**src/rtl/keypad_scanner.sv**
```systemverilog
// 4x4 hex keypad scanner: drives columns one-hot low, synchronizes rows,
// decodes the first key per full scan and debounces across whole scans.
module keypad_scanner #(
    parameter int SCAN_DIV       = 100000,
    parameter int DEBOUNCE_SCANS = 4
) (
    input  logic       clk,
    input  logic       rst,
    input  logic [3:0] row,
    output logic [3:0] col,
    output logic [3:0] keyValue,
    output logic       keyPressed,
    output logic       keyStrobe
);
    localparam int DW = $clog2(SCAN_DIV);
    localparam int CW = $clog2(DEBOUNCE_SCANS + 1);
    localparam logic [DW-1:0] DIV_LAST = DW'(SCAN_DIV - 1);
    localparam logic [CW-1:0] CNT_DONE = CW'(DEBOUNCE_SCANS);
    localparam logic [CW-1:0] CNT_ONE  = CW'(1);

    typedef enum logic [1:0] {IDLE, CONFIRM, HELD, RELEASE} state_t;

    logic [3:0]    r_rowMeta, r_rowS;
    logic [DW-1:0] r_divCnt;
    logic [1:0]    r_colIdx;
    logic          r_scanHit;
    logic [3:0]    r_scanCode;
    state_t        r_state;
    logic [3:0]    r_cand, r_keyValue;
    logic [CW-1:0] r_cnt;
    logic          r_keyPressed, r_keyStrobe;

    logic          w_term, w_scanEnd, w_colHit, w_hit, w_same;
    logic [1:0]    w_rowIdx;
    logic [3:0]    w_colCode, w_code;
    logic [CW-1:0] w_cntInc;
    state_t        w_stateNext;
    logic [3:0]    w_candNext, w_valueNext;
    logic [CW-1:0] w_cntNext;
    logic          w_pressedNext, w_strobeNext;

    function automatic logic [3:0] key_code(input logic [1:0] r, input logic [1:0] c);
        case ({r, c})
            4'h0: key_code = 4'h1;  4'h1: key_code = 4'h2;
            4'h2: key_code = 4'h3;  4'h3: key_code = 4'hA;
            4'h4: key_code = 4'h4;  4'h5: key_code = 4'h5;
            4'h6: key_code = 4'h6;  4'h7: key_code = 4'hB;
            4'h8: key_code = 4'h7;  4'h9: key_code = 4'h8;
            4'hA: key_code = 4'h9;  4'hB: key_code = 4'hC;
            4'hC: key_code = 4'h0;  4'hD: key_code = 4'hF;
            4'hE: key_code = 4'hE;  default: key_code = 4'hD;
        endcase
    endfunction

    assign w_term    = (r_divCnt == DIV_LAST);
    assign w_scanEnd = w_term && (r_colIdx == 2'd3);
    assign w_colHit  = ~&r_rowS;

    // Lowest active-low row wins within a column.
    always_comb begin
        w_rowIdx = 2'd0;
        for (int r = 3; r >= 0; r--) begin
            if (!r_rowS[r]) w_rowIdx = 2'(r);
        end
    end

    assign w_colCode = key_code(w_rowIdx, r_colIdx);
    // An earlier column already latched in this scan takes priority.
    assign w_hit     = r_scanHit | w_colHit;
    assign w_code    = r_scanHit ? r_scanCode : w_colCode;
    assign w_same    = w_hit && (w_code == r_cand);
    assign w_cntInc  = r_cnt + 1'b1;

    always_ff @(posedge clk or posedge rst) begin
        if (rst) begin
            r_rowMeta  <= 4'hF;
            r_rowS     <= 4'hF;
            r_divCnt   <= '0;
            r_colIdx   <= 2'd0;
            r_scanHit  <= 1'b0;
            r_scanCode <= 4'h0;
        end else begin
            r_rowMeta <= row;
            r_rowS    <= r_rowMeta;
            if (w_term) begin
                r_divCnt <= '0;
                r_colIdx <= r_colIdx + 2'd1;
                if (w_scanEnd) begin
                    r_scanHit  <= 1'b0;
                    r_scanCode <= 4'h0;
                end else if (!r_scanHit && w_colHit) begin
                    r_scanHit  <= 1'b1;
                    r_scanCode <= w_colCode;
                end
            end else begin
                r_divCnt <= r_divCnt + 1'b1;
            end
        end
    end

    always_comb begin
        w_stateNext   = r_state;
        w_candNext    = r_cand;
        w_cntNext     = r_cnt;
        w_valueNext   = r_keyValue;
        w_pressedNext = r_keyPressed;
        w_strobeNext  = 1'b0;
        if (w_scanEnd) begin
            case (r_state)
                IDLE: if (w_hit) begin
                    w_stateNext = CONFIRM;
                    w_candNext  = w_code;
                    w_cntNext   = CNT_ONE;
                end
                CONFIRM: if (w_same) begin
                    if (w_cntInc == CNT_DONE) begin
                        w_stateNext   = HELD;
                        w_cntNext     = '0;
                        w_valueNext   = r_cand;
                        w_pressedNext = 1'b1;
                        w_strobeNext  = 1'b1;
                    end else begin
                        w_cntNext = w_cntInc;
                    end
                end else if (w_hit) begin
                    w_candNext = w_code;
                    w_cntNext  = CNT_ONE;
                end else begin
                    w_stateNext = IDLE;
                    w_cntNext   = '0;
                end
                HELD: if (!w_same) begin
                    w_stateNext = RELEASE;
                    w_cntNext   = CNT_ONE;
                end
                RELEASE: if (w_same) begin
                    w_stateNext = HELD;
                    w_cntNext   = '0;
                end else if (w_cntInc == CNT_DONE) begin
                    w_stateNext   = IDLE;
                    w_cntNext     = '0;
                    w_pressedNext = 1'b0;
                end else begin
                    w_cntNext = w_cntInc;
                end
                default: w_stateNext = IDLE;
            endcase
        end
    end

    always_ff @(posedge clk or posedge rst) begin
        if (rst) begin
            r_state      <= IDLE;
            r_cand       <= 4'h0;
            r_cnt        <= '0;
            r_keyValue   <= 4'h0;
            r_keyPressed <= 1'b0;
            r_keyStrobe  <= 1'b0;
        end else begin
            r_state      <= w_stateNext;
            r_cand       <= w_candNext;
            r_cnt        <= w_cntNext;
            r_keyValue   <= w_valueNext;
            r_keyPressed <= w_pressedNext;
            r_keyStrobe  <= w_strobeNext;
        end
    end

    assign col        = ~(4'b0001 << r_colIdx);
    assign keyValue   = r_keyValue;
    assign keyPressed = r_keyPressed;
    assign keyStrobe  = r_keyStrobe;
endmodule
```
**config.mk**
```make
export PLATFORM = sky130hd
export DESIGN_NAME = keypad_scanner
export DESIGN_NICKNAME = d
export VERILOG_FILES = /design/src/rtl/keypad_scanner.sv
export SDC_FILE = /design/constraint.sdc
export NUM_CORES = 1
export LEC_CHECK = 0
export ABC_AREA = 1
export CAP_MARGIN = 10
export CORE_MARGIN = 2
export CORE_UTILIZATION = 35
export CTS_CLUSTER_DIAMETER = 150
export DETAILED_ROUTE_END_ITERATION = 10
export HOLD_SLACK_MARGIN = 0.06
export SLEW_MARGIN = 0
export SYNTH_ARGS = -nofsm -noshare
export SYNTH_HDL_FRONTEND = slang
export SYNTH_SLANG_ARGS = --single-unit
```
**constraint.sdc**
```tcl
create_clock -name clk -period 2.9 [get_ports clk]
set_input_delay 0.58 -clock clk [delete_from_list [all_inputs] [get_ports clk]]
set_output_delay 0.58 -clock clk [all_outputs]
set_load 0.005 [all_outputs]
```
==> flow_summary.toml, run 1 <==
[placement]
port_buf_inserts = 15
detailedPlace.worstSlack_ns = 0.654
place_area_sq_um = 2880
place.gp.congestion = 0.837
post-place-cells = 447
dp_hpwl_um = 3710

[route]
detailed_route_drc_error_count = 0
final_antenna_net_count = 0
total_iterations_of_the_first_detailed_routing_run = 4
wirelength_um = 4920
routed-via-count = 2072
wl_per_cell_um = 10.8
detail_route.vias_per_cell = 4.55
first_iter_violations = 80

[logic_synthesis]
synth-async-reset-ratio = 1.00
synth.distinct_cells = 33
mappedNetlistNets = 349
ys_dominant_reg_cell = "sky130_fd_sc_hd__dfrtp_1"
synth-warning-count = 0
synth_edf_count = 0
syn_area_sq_um = 2620
synthCells = 334
post_synth_main_area_contributors = "sky130_fd_sc_hd__dfrtp_1 (37%), sky130_fd_sc_hd__nand2_1 (11%), sky130_fd_sc_hd__inv_1 (8.3%)"
postSynthRegisterBits = 47
synth_seq_area_share = 0.452
synth_largest_type_area_fraction = 0.372
postSynthAreaPerCell_sq_um = 7.85
synthDominantAreaCellType = "sky130_fd_sc_hd__dfrtp_1"

[pwr]
power.density_cell_area_nw_per_um2 = 380
p_int_uw = 856
switchingPower_uw = 270
clkPwrFrac = 0.348
seq_power_share = 0.595
net_switching_fraction_of_the_power = 0.240
power.leakage_nw = 1.41
power.total_mw = 1.13
comb_power_share = 0.057
worst_ir_drop_vdd_mv = 0.313

[setup_path]
required_ns = 2.32
worstSetupStartpointType = "flop"
reg2reg_to = "r_state[0]"
worst-endpoint-arrival_ns = 1.71
rrSetupSlack_ns = 0.68
criticalPathCategory = "flop to primary output"
regToRegStartpoint = "r_colIdx[0]"
cp-end-kind = "primary output"
cp_max_fo = 6
r2r_worst_path_depth = 16

[clocking]
h-tree-depth = 2
tritoncts = "done"
clk_pin_slew_ns = 0.08
clock_sinks = 47
cts_setup_buffers = 0
cts_hold_buffers = 0
cts_root_buf = "sky130_fd_sc_hd__clkbuf_8"
cts.path.max_buffers = 2
post_cts_resized = 0
cts_buffers = 5
clkLatencyLatePin_ns = 0.30

[sta]
hold_viol = 0
rsz0062_at_grt = "false"
final_critical_path_setup_slack_ns = 0.611
fmax_ghz = 0.437
setup_viol_count_final = 0
holdWs_ns = 0.359
finalSetupTns_ns = 0
clock_skew_ns = 0.0124
total_count_of_max_transition_violations_in_the_final_report = 0
slew-limit-headroom = 0.619
tightest_slew_ns = 0.572
final.period_utilization = 0.789
min_period_ns = 2.29

[floorplanning]
die_width_um = 90.6
die_height_um = 90.6
starting_density_of_the_core = 0.362
placement_rows = 31
die_outline_area_sq_um = 8200
num_io_pins = 16
fp.coreArea_sq_um = 7250

[hold_path]
hold_removal_path_class = "flop to flop"
timing.hold.worst_endpoint = "r_rowS[0]"
timing.hold.worst_path_depth = 0
min_delay_src = "r_rowMeta[0]"

[global_routing]
groute.usage.overall = 0.127
global_routing_s_busiest_layer = "met2"
grt_met2_usage = 0.202
grt_antenna_before_repair = 0
grt_max_degree = 48
grt_pass1_vias = 1962
wire_length_of_the_first_global_routing_pass_um = 8560
grtUsageMet3 = 0.0250
globalRoute.totalOverflow = 0
grt_use_met1 = 0.173

[layout]
diodes = 0
final_core_utilization = 0.409
design.final.nets = 370
finalInstanceArea_sq_um = 2970
fin_cells = 455
share_of_final_layout_standard_cells_stronger_than_drive_strength_1 = 0.126
areaGrowthSynthToFinish_pct = 13.1
n_fill_cell = 746

[run_status]
status = "complete, no violations"

[run]
max-cap-violations = 0
-- kinds of logic (layout without fill, tap and decap cells) --
logic type	count (synthesis)	in the layout	share of synthesized area
compound gates	34	34	0.0720
xor+xnor	3	3	0.0100
fa+ha+maj	9	9	0.0429
buf+inv	64	86	0.0992
flops	47	47	0.452
simple gates	177	177	0.323
-- sequential cells by signal, indices dropped and copies added, names as in the netlist, named ones only --
register and count:
keyPressed 1, keyStrobe 1, keyValue 4, r_cand 4
r_cnt 3, r_colIdx 2, r_divCnt 17, r_rowMeta 4
r_rowS 4, r_scanCode 4, r_scanHit 1, r_state 1
-- worst max path at each step --
stage	slack, ns	to	from	depth (start not counted)
CTS	0.59	col[3]	r_colIdx[0]	3
floorplan	0.94	flop	r_colIdx[0]	16
detailed placement	0.65	r_state[0]	r_colIdx[0]	16
global placement	0.68	r_state[0]	r_colIdx[0]	16
global route	0.37	r_state[0]	r_divCnt[0]	17
finish	0.61	col[3]	r_colIdx[0]	3
-- cells in the mapped netlist (2+ instances only) --
cell type,instances
sky130_fd_sc_hd__nand2_4,3
sky130_fd_sc_hd__buf_6,2
sky130_fd_sc_hd__dfstp_2,8
sky130_fd_sc_hd__nor2_1,34
sky130_fd_sc_hd__ha_1,9
sky130_fd_sc_hd__o21ai_1,7
sky130_fd_sc_hd__xor2_1,3
sky130_fd_sc_hd__dfrtp_1,39
sky130_fd_sc_hd__a21oi_1,7
sky130_fd_sc_hd__nand3_1,25
sky130_fd_sc_hd__nand2_2,10
sky130_fd_sc_hd__nand4_1,7
sky130_fd_sc_hd__nor3_1,6
sky130_fd_sc_hd__inv_4,2
sky130_fd_sc_hd__nand2_1,77
sky130_fd_sc_hd__nand3_2,5
sky130_fd_sc_hd__o21ai_2,2
sky130_fd_sc_hd__inv_1,58
sky130_fd_sc_hd__a31oi_1,2
sky130_fd_sc_hd__o21ai_0,12
sky130_fd_sc_hd__nor4_1,4
-- layer usage --
| layer | vias up | share of wire |
|---|---|---|
| li1 | 1095 | - |
| met1 | 938 | 0.50 |
| met2 | 33 | 0.45 |
| met3 | 6 | 0.035 |
| met4 | 0 | 0.013 |
| met5 | - | 0 |
-- cell usage in the layout, fill, tap and decap left out --
master                             n
sky130_fd_sc_hd__nor2_4            1
sky130_fd_sc_hd__o21ai_1           7
sky130_fd_sc_hd__dfstp_2           8
sky130_fd_sc_hd__nand2_4           3
sky130_fd_sc_hd__o22ai_1           1
sky130_fd_sc_hd__nor2_1           34
sky130_fd_sc_hd__or2_1             1
sky130_fd_sc_hd__inv_4             2
sky130_fd_sc_hd__nand3_2           5
sky130_fd_sc_hd__xor2_1            3
sky130_fd_sc_hd__o211ai_1          1
sky130_fd_sc_hd__clkdlybuf4s50_1  15
sky130_fd_sc_hd__or2_2             1
sky130_fd_sc_hd__clkinvlp_4        1
sky130_fd_sc_hd__nand2_2          10
sky130_fd_sc_hd__dfrtp_1          39
sky130_fd_sc_hd__a21oi_1           7
sky130_fd_sc_hd__inv_2             2
sky130_fd_sc_hd__clkinv_1          1
sky130_fd_sc_hd__a21boi_0          1
sky130_fd_sc_hd__nor2_2            1
sky130_fd_sc_hd__buf_4             1
sky130_fd_sc_hd__nand3_1          25
sky130_fd_sc_hd__clkbuf_8          5
sky130_fd_sc_hd__nor3_2            1
sky130_fd_sc_hd__nor4_1            4
sky130_fd_sc_hd__ha_1              9
sky130_fd_sc_hd__nand4_4           1
sky130_fd_sc_hd__clkbuf_1          1
sky130_fd_sc_hd__nand2_1          77
sky130_fd_sc_hd__clkinv_2          1
sky130_fd_sc_hd__o21ai_0          12
sky130_fd_sc_hd__o21ai_2           2
sky130_fd_sc_hd__a31oi_1           2
sky130_fd_sc_hd__a22oi_1           1
sky130_fd_sc_hd__nor3_1            6
sky130_fd_sc_hd__nand4_1           7
sky130_fd_sc_hd__inv_1            57
-- final cells by class --
class / count / area, sq um / share of cell area
clock inverter: 2 / 12.5 / 0.00422
sequential: 47 / 1190 / 0.400
clock buffer: 6 / 72.6 / 0.0245
timing repair buffer: 16 / 158 / 0.0531
tap: 99 / 124 / 0.0418
inverter: 62 / 238 / 0.0801
multi-input combinational: 223 / 1180 / 0.396
-- power by group through the flow --
stage,registers (mW),logic (mW),clock network (mW)
after floorplan,0.680,0.0506,0
after global placement,0.682,0.0659,0
after detailed placement,0.682,0.0666,0
after CTS,0.670,0.0665,0.414
after global routing,0.671,0.0749,0.437
final,0.669,0.0647,0.392
-- critical path, cell delays in order (launching register included) --
cell and delay [ns]:
sky130_fd_sc_hd__dfrtp_1 0.43, sky130_fd_sc_hd__ha_1 0.25, sky130_fd_sc_hd__inv_1 0.19, sky130_fd_sc_hd__clkdlybuf4s50_1 0.54
Power figures use the tool's default switching activity.
==> run 2: changes to the inputs <==
clock period = 2.4 ns   (was 2.9 ns; I/O delays follow)
==> flow_summary.toml, run 2 (same netlist as run 1, synthesis figures left out) <==
[floorplanning]
placement_rows = 31
num_io_pins = 16
die_outline_area_sq_um = 8200
fp.coreArea_sq_um = 7250
starting_density_of_the_core = 0.362
die_height_um = 90.6
die_width_um = 90.6

[sta]
hold_viol = 0
tightest_slew_ns = 0.557
clock_skew_ns = 0.0100
slew-limit-headroom = 0.625
rsz0062_at_grt = "true"
fmax_ghz = 0.435
holdWs_ns = 0.358
final.period_utilization = 0.958
setup_viol_count_final = 0
min_period_ns = 2.30
total_count_of_max_transition_violations_in_the_final_report = 0

[route]
wirelength_um = 4900
total_iterations_of_the_first_detailed_routing_run = 4
first_iter_violations = 86
detail_route.vias_per_cell = 4.67
final_antenna_net_count = 0
routed-via-count = 2142
wl_per_cell_um = 10.7
detailed_route_drc_error_count = 0

[layout]
finalInstanceArea_sq_um = 3030
share_of_final_layout_standard_cells_stronger_than_drive_strength_1 = 0.142
max_reg_flops = 17
n_fill_cell = 758
design.final.nets = 374
diodes = 0
max_flop_register = "r_divCnt"
final_common_cell = "sky130_fd_sc_hd__nand2_1"
areaGrowthSynthToFinish_pct = 15.6
highest_count_cells_in_the_layout_ignoring_fill_and_taps = "sky130_fd_sc_hd__nand2_1 (76), sky130_fd_sc_hd__inv_1 (57), sky130_fd_sc_hd__dfrtp_1 (39)"

[pwr]
power.leakage_nw = 1.46
switchingPower_uw = 311
comb_power_share = 0.054
power.density_cell_area_nw_per_um2 = 480
clkPwrFrac = 0.389
net_switching_fraction_of_the_power = 0.214
worst_ir_drop_vdd_mv = 0.283
p_int_mw = 1.14
seq_power_share = 0.556

[run_status]
status = "complete, no violations"

[global_routing]
globalRoute.totalOverflow = 0
grt_pass1_vias = 2031
wire_length_of_the_first_global_routing_pass_um = 8830
grt_max_degree = 26
grt_antenna_before_repair = 0
groute.usage.overall = 0.129

[placement]
port_buf_inserts = 15
place.gp.congestion = 0.834
place_area_sq_um = 2900
dp_hpwl_um = 3830

[setup_path]
sequence_of_cells_on_the_critical_path = "buf_4 -> ha_1 -> inv_1 -> clkdlybuf4s50_1"
cp_max_fo = 6
cp-end-kind = "primary output"
rrSetupSlack_ns = 0.17
worstSetupStartpointType = "flop"
timing.critical_path.slowest_stage_cell = "sky130_fd_sc_hd__clkdlybuf4s50_1"
required_ns = 1.92
criticalPathCategory = "flop to primary output"
worst-endpoint-arrival_ns = 1.82
cp_slowest_stage_delay_ns = 0.55

[clocking]
cts_root_buf = "sky130_fd_sc_hd__clkbuf_8"
cts_buffers = 5
tritoncts = "done"
clkLatencyLatePin_ns = 0.30
clk_pin_slew_ns = 0.08
h-tree-depth = 2
clock_sinks = 47
cts.path.max_buffers = 2
cts_hold_buffers = 0

[hold_path]
hold_removal_path_class = "flop to flop"

[run]
max-cap-violations = 0
[run 2: through the flow]
step	setup WS, ns	setup TNS (ns)	total power [mW]	std cells	util
final	0.101	0	1.45	459	0.418
after global routing	-0.0332	-0.0651	1.53	459	0.418
after CTS	0.207	0	1.49	457	0.414
after detailed placement	0.217	0	0.905	449	0.399
after global placement	0.264	0	0.905	449	0.399
after floorplan	0.445	0	0.883	334	-
[run 2: cell type report]
| cell class | instances | area, sq um | share of cell area |
|---|---|---|---|
| Clock buffer | 7 | 76.3 | 0.0252 |
| Clock inverter | 1 | 30.0 | 0.00991 |
| Inverter | 62 | 238 | 0.0784 |
| Multi-Input combinational cell | 223 | 1190 | 0.392 |
| Sequential cell | 47 | 1190 | 0.391 |
| Tap cell | 99 | 124 | 0.0409 |
| Timing Repair Buffer | 20 | 188 | 0.0619 |
[run 2: repair_timing]
item | 4_1_cts | 5_1_grt
buffers inserted | 0 | 2
endpoints found under the hold margin | 0 | 0
setup endpoints to repair | 0 | 3
gates resized for setup | 0 | 4
[run 2: layer usage]
layer,vias to the layer above,global-route usage,part of all wire
li1,1104,-,-
met1,1012,0.175,0.51
met2,22,0.208,0.45
met3,4,0.0301,0.026
met4,0,0.0346,0.0078
met5,-,0,0
[run 2: worst max-delay path: cells and delay by family, from the launching register on]
family	cells	cell delay, ns
DFF	1	0.40
adders and majority gates	1	0.22
buffers and inverters	3	0.92
[run 2: worst paths after layout]
path	from	to	cells past startpoint
worst min-delay path	r_rowMeta[1]	r_rowS[1]	0
min in group asynchronous	rst	r_scanCode[2]	2
worst max-delay path	r_colIdx[0]	col[3]	4
worst max register to register	r_colIdx[0]	flop	16
worst min register to register	r_rowMeta[1]	r_rowS[1]	0
max in group asynchronous	rst	keyPressed	3
[run 2: power by group through the flow]
stage / logic (mW) / clock network [mW] / registers (mW)
6_report: 0.0790 / 0.566 / 0.809
3_5_place_dp: 0.0809 / 0 / 0.824
5_1_grt: 0.0908 / 0.626 / 0.810
2_1_floorplan: 0.0612 / 0 / 0.822
4_1_cts: 0.0809 / 0.595 / 0.809
3_3_place_gp: 0.0809 / 0 / 0.824
